<file path="src/rtl/mem_arbiter_pkg.sv">
// Shared types and constants for the fetch / load-store memory arbiter.
package mem_arb_pkg;

  typedef enum logic [1:0] {
    IDLE   = 2'd0,
    ACCESS = 2'd1,
    RESP   = 2'd2
  } state_t;

  typedef logic req_id_t;

  localparam req_id_t    REQ_IF  = 1'b0;
  localparam req_id_t    REQ_D   = 1'b1;
  localparam logic [3:0] BE_WORD = 4'b1111;

endpackage

</file>
<file path="src/rtl/mem_arbiter_byte_lane.sv">
// Byte-lane steering: store byte enables / replicated store data, and
// sign-extended byte extraction for loads. Purely combinational.
module byte_lane
  import mem_arb_pkg::*;
(
  input  logic        st_byte,
  input  logic [1:0]  st_lane,
  input  logic [31:0] st_data,
  output logic [3:0]  st_be,
  output logic [31:0] st_wdata,
  input  logic        ld_byte,
  input  logic [1:0]  ld_lane,
  input  logic [31:0] ld_word,
  output logic [31:0] ld_data
);

  function automatic logic [31:0] sext8(input logic signed [7:0] b);
    logic signed [31:0] w;
    w = b;
    return w;
  endfunction

  logic [7:0] ld_sel;

  // Store side: a byte goes to every lane, only the addressed lane is enabled.
  always_comb begin
    st_be    = BE_WORD;
    st_wdata = st_data;
    if (st_byte) begin
      st_be    = 4'b0001 << st_lane;
      st_wdata = {4{st_data[7:0]}};
    end
  end

  // Load side: pick the addressed lane and sign-extend it for byte loads.
  always_comb begin
    case (ld_lane)
      2'd0:    ld_sel = ld_word[7:0];
      2'd1:    ld_sel = ld_word[15:8];
      2'd2:    ld_sel = ld_word[23:16];
      default: ld_sel = ld_word[31:24];
    endcase
    ld_data = ld_byte ? sext8(ld_sel) : ld_word;
  end

endmodule

</file>
<file path="src/rtl/mem_arbiter.sv">
// Arbitrates the single-port unified memory between instruction fetch and
// load/store. Round-robin on ties, WAIT_CYCLES extra cycles per access,
// one-cycle ack pulse per completed transfer.
module mem_arbiter
  import mem_arb_pkg::*;
#(
  parameter int ADDR_W      = 32,
  parameter int DATA_W      = 32,
  parameter int WAIT_CYCLES = 1
) (
  input  logic              clk,
  input  logic              rst,
  input  logic              if_req,
  input  logic [ADDR_W-1:0] if_addr,
  output logic [DATA_W-1:0] if_rdata,
  output logic              if_ack,
  input  logic              d_req,
  input  logic              d_we,
  input  logic              d_byte,
  input  logic [ADDR_W-1:0] d_addr,
  input  logic [DATA_W-1:0] d_wdata,
  output logic [DATA_W-1:0] d_rdata,
  output logic              d_ack,
  output logic              d_err,
  output logic              mem_en,
  output logic              mem_we,
  output logic [3:0]        mem_be,
  output logic [ADDR_W-1:0] mem_addr,
  output logic [DATA_W-1:0] mem_wdata,
  input  logic [DATA_W-1:0] mem_rdata
);

  localparam logic [3:0] WAIT_INIT = 4'(WAIT_CYCLES);

  state_t     state;
  logic [3:0] cnt;
  req_id_t    last_grant;
  req_id_t    gnt_id;
  logic [1:0] lat_lane;
  logic       lat_byte;
  logic       lat_we;
  logic       lat_err;

  req_id_t           sel_id;
  logic [ADDR_W-1:0] sel_addr;
  logic              sel_we;
  logic              sel_byte;
  logic              sel_err;
  logic [DATA_W-1:0] sel_wdata;

  logic [3:0]  st_be;
  logic [31:0] st_wdata;
  logic [31:0] ld_data;

  // Pick the requester to grant and mux its request fields.
  always_comb begin
    if (if_req && d_req) sel_id = (last_grant == REQ_IF) ? REQ_D : REQ_IF;
    else if (if_req)     sel_id = REQ_IF;
    else                 sel_id = REQ_D;
    sel_addr  = if_addr;
    sel_we    = 1'b0;
    sel_byte  = 1'b0;
    sel_err   = 1'b0;
    sel_wdata = '0;
    if (sel_id == REQ_D) begin
      sel_addr  = d_addr;
      sel_we    = d_we;
      sel_byte  = d_byte;
      sel_wdata = d_wdata;
      sel_err   = !d_byte && (d_addr[1:0] != 2'b00);
    end
  end

  // Store steering uses the incoming request so mem_* can be registered at
  // grant time; load steering uses the latched lane against mem_rdata.
  byte_lane u_lane (
    .st_byte  (sel_byte),
    .st_lane  (sel_addr[1:0]),
    .st_data  (sel_wdata),
    .st_be    (st_be),
    .st_wdata (st_wdata),
    .ld_byte  (lat_byte),
    .ld_lane  (lat_lane),
    .ld_word  (mem_rdata),
    .ld_data  (ld_data)
  );

  // Access sequencer: IDLE grants, ACCESS drives memory, RESP pulses ack.
  always_ff @(posedge clk or posedge rst) begin
    if (rst) begin
      state      <= IDLE;
      cnt        <= '0;
      last_grant <= REQ_D;
      gnt_id     <= REQ_IF;
      lat_lane   <= '0;
      lat_byte   <= 1'b0;
      lat_we     <= 1'b0;
      lat_err    <= 1'b0;
      mem_en     <= 1'b0;
      mem_we     <= 1'b0;
      mem_be     <= '0;
      mem_addr   <= '0;
      mem_wdata  <= '0;
      if_ack     <= 1'b0;
      if_rdata   <= '0;
      d_ack      <= 1'b0;
      d_err      <= 1'b0;
      d_rdata    <= '0;
    end else begin
      case (state)
        IDLE: begin
          if (if_req || d_req) begin
            gnt_id    <= sel_id;
            lat_lane  <= sel_addr[1:0];
            lat_byte  <= sel_byte;
            lat_we    <= sel_we;
            lat_err   <= sel_err;
            cnt       <= WAIT_INIT;
            mem_en    <= 1'b1;
            mem_we    <= sel_we;
            mem_be    <= st_be;
            mem_addr  <= {sel_addr[ADDR_W-1:2], 2'b00};
            mem_wdata <= st_wdata;
            state     <= ACCESS;
          end
        end
        ACCESS: begin
          if (cnt == 4'd0) begin
            mem_en <= 1'b0;
            mem_we <= 1'b0;
            mem_be <= '0;
            state  <= RESP;
            if (gnt_id == REQ_IF) begin
              if_ack   <= 1'b1;
              if_rdata <= mem_rdata;
            end else begin
              d_ack <= 1'b1;
              d_err <= lat_err;
              if (!lat_we) d_rdata <= ld_data;
            end
          end else begin
            cnt <= cnt - 4'd1;
          end
        end
        RESP: begin
          if_ack     <= 1'b0;
          d_ack      <= 1'b0;
          d_err      <= 1'b0;
          last_grant <= gnt_id;
          state      <= IDLE;
        end
        default: state <= IDLE;
      endcase
    end
  end

endmodule

</file>
<file path="config.mk">
export PLATFORM = sky130hd
export DESIGN_NAME = mem_arbiter
export DESIGN_NICKNAME = d
export VERILOG_FILES = /design/src/rtl/mem_arbiter_pkg.sv /design/src/rtl/mem_arbiter_byte_lane.sv /design/src/rtl/mem_arbiter.sv
export SDC_FILE = /design/constraint.sdc
export NUM_CORES = 1
export LEC_CHECK = 0
export ABC_CLOCK_PERIOD_IN_PS = 8000
export CAP_MARGIN = 20
export CORE_ASPECT_RATIO = 1.75
export CORE_MARGIN = 2
export CORE_UTILIZATION = 40
export DETAILED_ROUTE_END_ITERATION = 10
export GPL_ROUTABILITY_DRIVEN = 1
export GPL_TIMING_DRIVEN = 1
export PLACE_DENSITY = 0.81
export SETUP_SLACK_MARGIN = 0.1
export SLEW_MARGIN = 5
export SYNTH_ARGS = -nofsm -noshare
export SYNTH_HDL_FRONTEND = slang
export SYNTH_HIERARCHICAL = 1
export SYNTH_SLANG_ARGS = --single-unit
export TNS_END_PERCENT = 30
</file>
<file path="constraint.sdc">
create_clock -name clk -period 8 [get_ports clk]
set_clock_uncertainty 0.1 [all_clocks]
set_input_delay 1.2 -clock clk [delete_from_list [all_inputs] [get_ports clk]]
set_output_delay 1.2 -clock clk [all_outputs]
set_load 0.005 [all_outputs]
</file>
After elaboration in Yosys (flattened, before gate mapping)
Cells that the tools add are included.

cells by class
  add/sub/neg operators = 1
  $mul = 0
  div/mod/pow operators = 0
  magnitude comparators = 0
  eq/ne operators = 9
  shifts and indexed selects = 1
  multiplexer cells = 35
  bitwise gates (word level) = 2
  reductions and logical operators = 18

operators by type and width
  operator                                              number
  2-to-1 mux 32 bit                                     4
  one-hot mux 8 bit (3 select lines)                    1
  2-to-1 mux 4 bit                                      5
  one-hot mux 4 bit (2 select lines)                    2
  2-to-1 mux 1 bit                                      15
  AND reduction 3 bit                                   5
  != test 2 bit (second input constant)                 5
  one-hot mux 1 bit (2 select lines)                    5
  nonzero test 2 bit                                    3
  equality test 2 x 1 -> 1 bit (second input constant)  2
  equality test 2 bit (second input constant)           2
  logical NOT 2 bit                                     2
  logical NOT 4 bit                                     1
  2-to-1 mux 2 bit                                      2
  one-hot mux 2 bit (2 select lines)                    1
  AND reduction 2 bit                                   2
  AND reduction 4 bit                                   1
  left shift 1 x 2 -> 4 bit (first input constant)      1
  subtractor 4 x 1 -> 4 bit (second input constant)     1
  logical AND 1 bit                                     2
  inverter 1 bit                                        2
  logical NOT 1 bit                                     1
  logical OR 1 bit                                      1

storage, ports and cells
  register bits after elaboration = 148
  bits in latches = 0
  memory bits (writable) = 0
  bits in read-only memories = 0
  input bits = 134
  output and inout bits = 137
  word-level logic and storage cells = 84
  memories = 0

Depth between registers and ports, before layout
  depth after elaboration = 7
  mapped depth = 8
  depth with buffers taken out = 6

By module
The synthesis kept the hierarchy.

by module, submodules not included
  module       instances  cells an instance  area each (µm²)  sequential area each (µm²)
  mem_arbiter  1          491                6561.3           3704.8
  byte_lane    1          176                1023.5           0.0

Least setup slack after synthesis
OpenSTA, ideal clock, no wires.

  path type = input to register
  start = in d_req
  end = reg mem_wdata[15]
  library setup time = 125 ps
  data arrival time = 2474 ps
  data required time = 7775 ps
  path slack = 5302 ps
  cell stages on the path = 7
  buffers on the path = 3
  path through = nand2b_1 > clkbuf_1 > a21boi_0 > clkbuf_1 > clkbuf_1 > o21ai_0 > mux2_2

between the ends
  longest elaborated chain between the ends = 4
  elaborated cells on any way between the ends = 7
  classes of those cells = 4 x mux; 3 x reduce/logical

RTL lines
  element                 line                         text
  start: declaration      mem_arbiter.sv:17            input logic d_req,
  logical AND 1 bit       mem_arbiter.sv:57            if (if_req && d_req) sel_id = (last_grant == REQ_IF) ? REQ_D : REQ_IF;
  2-to-1 mux 1 bit        mem_arbiter.sv:57
  2-to-1 mux 1 bit        mem_arbiter.sv:65            if (sel_id == REQ_D) begin
  via sel_byte            mem_arbiter.sv:47            logic sel_byte;
  2-to-1 mux 32 bit       mem_arbiter_byte_lane.sv:29  if (st_byte) begin
  via st_wdata[15]        mem_arbiter.sv:52            logic [31:0] st_wdata;
  end signal: assignment  mem_arbiter.sv:123           mem_wdata <= st_wdata;
  end: declaration        mem_arbiter.sv:29            output logic [DATA_W-1:0] mem_wdata,

The timed path passes the listed nets, and every way through them passes these cells.
A chain may end at the register's enable or synchronous reset.

Worst setup path after layout
  start = in d_req
  end = reg mem_wdata[21]

between the ends
  longest elaborated chain between the ends = 4
  elaborated cells on any way between the ends = 7
  classes of those cells = 4 x mux; 3 x reduce/logical

RTL lines
  element            line                         text
  logical AND 1 bit  mem_arbiter.sv:57
  2-to-1 mux 1 bit   mem_arbiter.sv:57
  2-to-1 mux 32 bit  mem_arbiter.sv:65
  via sel_wdata[5]   mem_arbiter.sv:49            logic [DATA_W-1:0] sel_wdata;
  2-to-1 mux 32 bit  mem_arbiter_byte_lane.sv:29
  via st_wdata[21]   mem_arbiter.sv:52

The timed path passes the listed nets, and every way through them passes these cells.

==> metrics <==
outcome=finished clean; cell type with the largest total area after synthesis=dfrtp_1; full die area=20,100 µm²; CP most frequent cell=nand2_1; Area Overhead vs Synth=43.1%; Inserted Clock Buffers=17; initial antenna violation count=0; Placement Setup Slack=3800 ps; Die H=186 µm; first-pass GRT wire length=35.3 mm; CP cell instances=clkdlybuf4s50_1, nand2b_2, nand2_1, and2_1, nand2_1, o21ai_0, mux2_2; VDD IR max=0.000191 V; Mapped Cells=667; clk root buf=clkbuf_16; most frequent cells in the layout=clkdlybuf4s50_1 (267), dfrtp_1 (146), o21ai_0 (79), mux2_2 (69), inv_1 (58); Synth Flop Type=dfrtp_1; critical path type=primary input to flop; library cells used by synthesis=53; Fill cells=1,542; final setup vio count=0; Die X=108 µm; postcts setup bufs=0; Placeable Area=18,600 µm²; drt first pass iters=5; EDFF count, synth=0; CP Launch Type=primary input; share of flip-flops with an asynchronous set or reset=1.00; clock buffer depth=2; clk slew on worst S/H paths=60 ps; vias in the first global route=6,344; CTS tree=yes; CP peak stage delay=700 ps; clock latency on the worst-skew pair=410 ps; critical path endpoint category=flop; Final period util=0.474; post-layout min period=3790 ps; Antenna Nets Post-Route=0; Initial Util=0.408; DP HPWL=16.7 mm; worst-path maximum fanout=37; nets@finish=1,032; CTS sink cnt=148; layout cells sized above 1=0.189; GRT Total Usage=0.229; FF+latch count, synth=148; register area share after synthesis=0.488; DRC viols=0; Vias/cell=5.34; Critical Path RT=8200 ps; global route overflow=0; Arrival @ worst endpoint=3990 ps; routed vias=6,131; Worst Hold Class=flop to flop; Design Power=4.20 mW; # IOs=271; H-tree depth=4; Reg area=3710 µm²; max_cap viols=0; final hold vios=0; Mean Syn Cell Area=11.4 µm²; Slowest cell on crit path=nand2_1; synth warn=6; area of the multi-input gates=3260 µm²; gp weighted congestion=0.817; RSZ-0062 raised after global routing=false; row cnt=66; Rel. slew slack=0.335; post-synthesis cell area=7580 µm²; Leakage=4.60 nW; drt first-iter violations=252; top cell type's share of synthesized area=0.485; Worst-Margin Slew=997 ps; hold slack=395 ps; maximum number of pins on one net before global-route repair=82; most common cell after layout, fill and taps aside=clkdlybuf4s50_1; # hold bufs at CTS=0; final worst slack=4210 ps; Routed WL=23.2 mm; power per cell area=387 nW/µm²; PortBufs=268; fmax=264 MHz; Final Max Tran Viols=0; ranking of synthesized cells by area=dfrtp_1 (48%), mux2_2 (10%), mux2_4 (5.7%), o21ai_0 (5.2%), a2bb2oi_1 (3.7%); WL/cell=20.2 µm; post_cts resized=0; setup TNS=0 ps
[synthesized netlist by cell type (2+ instances only)]
cell type / instances
ha_1: 2
a2bb2oi_1: 32
buf_2: 13
buf_6: 8
a311oi_1: 32
nand3_1: 2
o21ai_2: 20
nand3b_1: 9
nand2b_1: 4
buf_4: 11
dfrtp_1: 147
buf_12: 3
a21oi_1: 10
nor3_1: 2
o22ai_1: 7
mux2_2: 69
nand2_1: 17
mux2_4: 29
mux2i_1: 4
and2_1: 32
o21ai_0: 79
mux2_1: 7
a22o_1: 3
nor2_1: 6
o2bb2ai_1: 5
clkbuf_1: 29
inv_1: 59
[flip-flops by register name, indices dropped and copies added, names as in the netlist]
signal,count
d_rdata,32
if_rdata,32
mem_wdata,32
mem_addr,30
cnt,4
mem_be,4
lat_lane,2
state,2
d_ack,1
d_err,1
gnt_id,1
if_ack,1
last_grant,1
lat_byte,1
lat_err,1
lat_we,1
mem_en,1
mem_we,1
[worst max-delay path, delay by kind of cell]
| kind | cells | cell delay [ps] |
|---|---|---|
| multiplexers | 1 | 290 |
| AO/OA/AOI/OAI | 1 | 110 |
| buffers and inverters | 1 | 520 |
| AND/OR/NAND/NOR | 4 | 1830 |
[layout make-up]
| cell class | instances | area share |
|---|---|---|
| sequential | 148 | 0.341 |
| clock inverter | 11 | 0.0161 |
| clock buffer | 21 | 0.0415 |
| antenna | 1 | 0.000231 |
| tap | 238 | 0.0274 |
| multi-input combinational | 394 | 0.300 |
| inverter | 59 | 0.0209 |
| timing repair buffer | 276 | 0.252 |
[worst paths after layout]
| path | slack [ps] | endpoint | start | cells past startpoint |
|---|---|---|---|---|
| max in group asynchronous | 5160 | mem_addr[8] | rst | 3 |
| hold / removal | 400 | d_rdata[25] | d_rdata[25] | 1 |
| min in group asynchronous | 1190 | d_rdata[11] | rst | 2 |
| setup / recovery | 4210 | mem_wdata[21] | d_req | 7 |
| hold reg to reg | 400 | d_rdata[25] | d_rdata[25] | 1 |
| setup reg to reg | 4890 | mem_wdata[5] | state[0] | 4 |
[cell families (layout without fill, tap and decap cells)]
logic type / count (synthesis) / after routing / synth area share
other: 1 / 3 / 0.000494
and+or+nand+nor: 83 / 83 / 0.0645
buffers and inverters: 126 / 367 / 0.0858
muxes: 109 / 109 / 0.176
adders and majority gates: 2 / 2 / 0.00330
DFF: 148 / 148 / 0.488
AOI/OAI and AO/OA: 198 / 198 / 0.182
[power by group]
part	switching [mW]	internal, mW	leakage, nW	total (mW)
clock	0.320	0.534	0.298	0.854
combinational	0.728	1.20	2.56	1.93
sequential	0.289	1.12	1.74	1.41
[through the flow]
step                area (µm²)  utilization  instances
global placement         10200        0.550       1115
detailed placement       10200        0.550       1115
finish                   10900        0.584       1148
global route             10900        0.584       1147
floorplan                 7590            -        668
CTS                      10900        0.584       1147
[layer usage]
metal | GRT usage | vias up | part of all wire
met2 | 0.420 | 255 | 0.54
met4 | 0.104 | 0 | 0.037
li1 | - | 2841 | -
met3 | 0.0589 | 37 | 0.068
met5 | 0 | - | 0
met1 | 0.244 | 2998 | 0.36
Note: power is estimated with default switching activity, not from simulation.
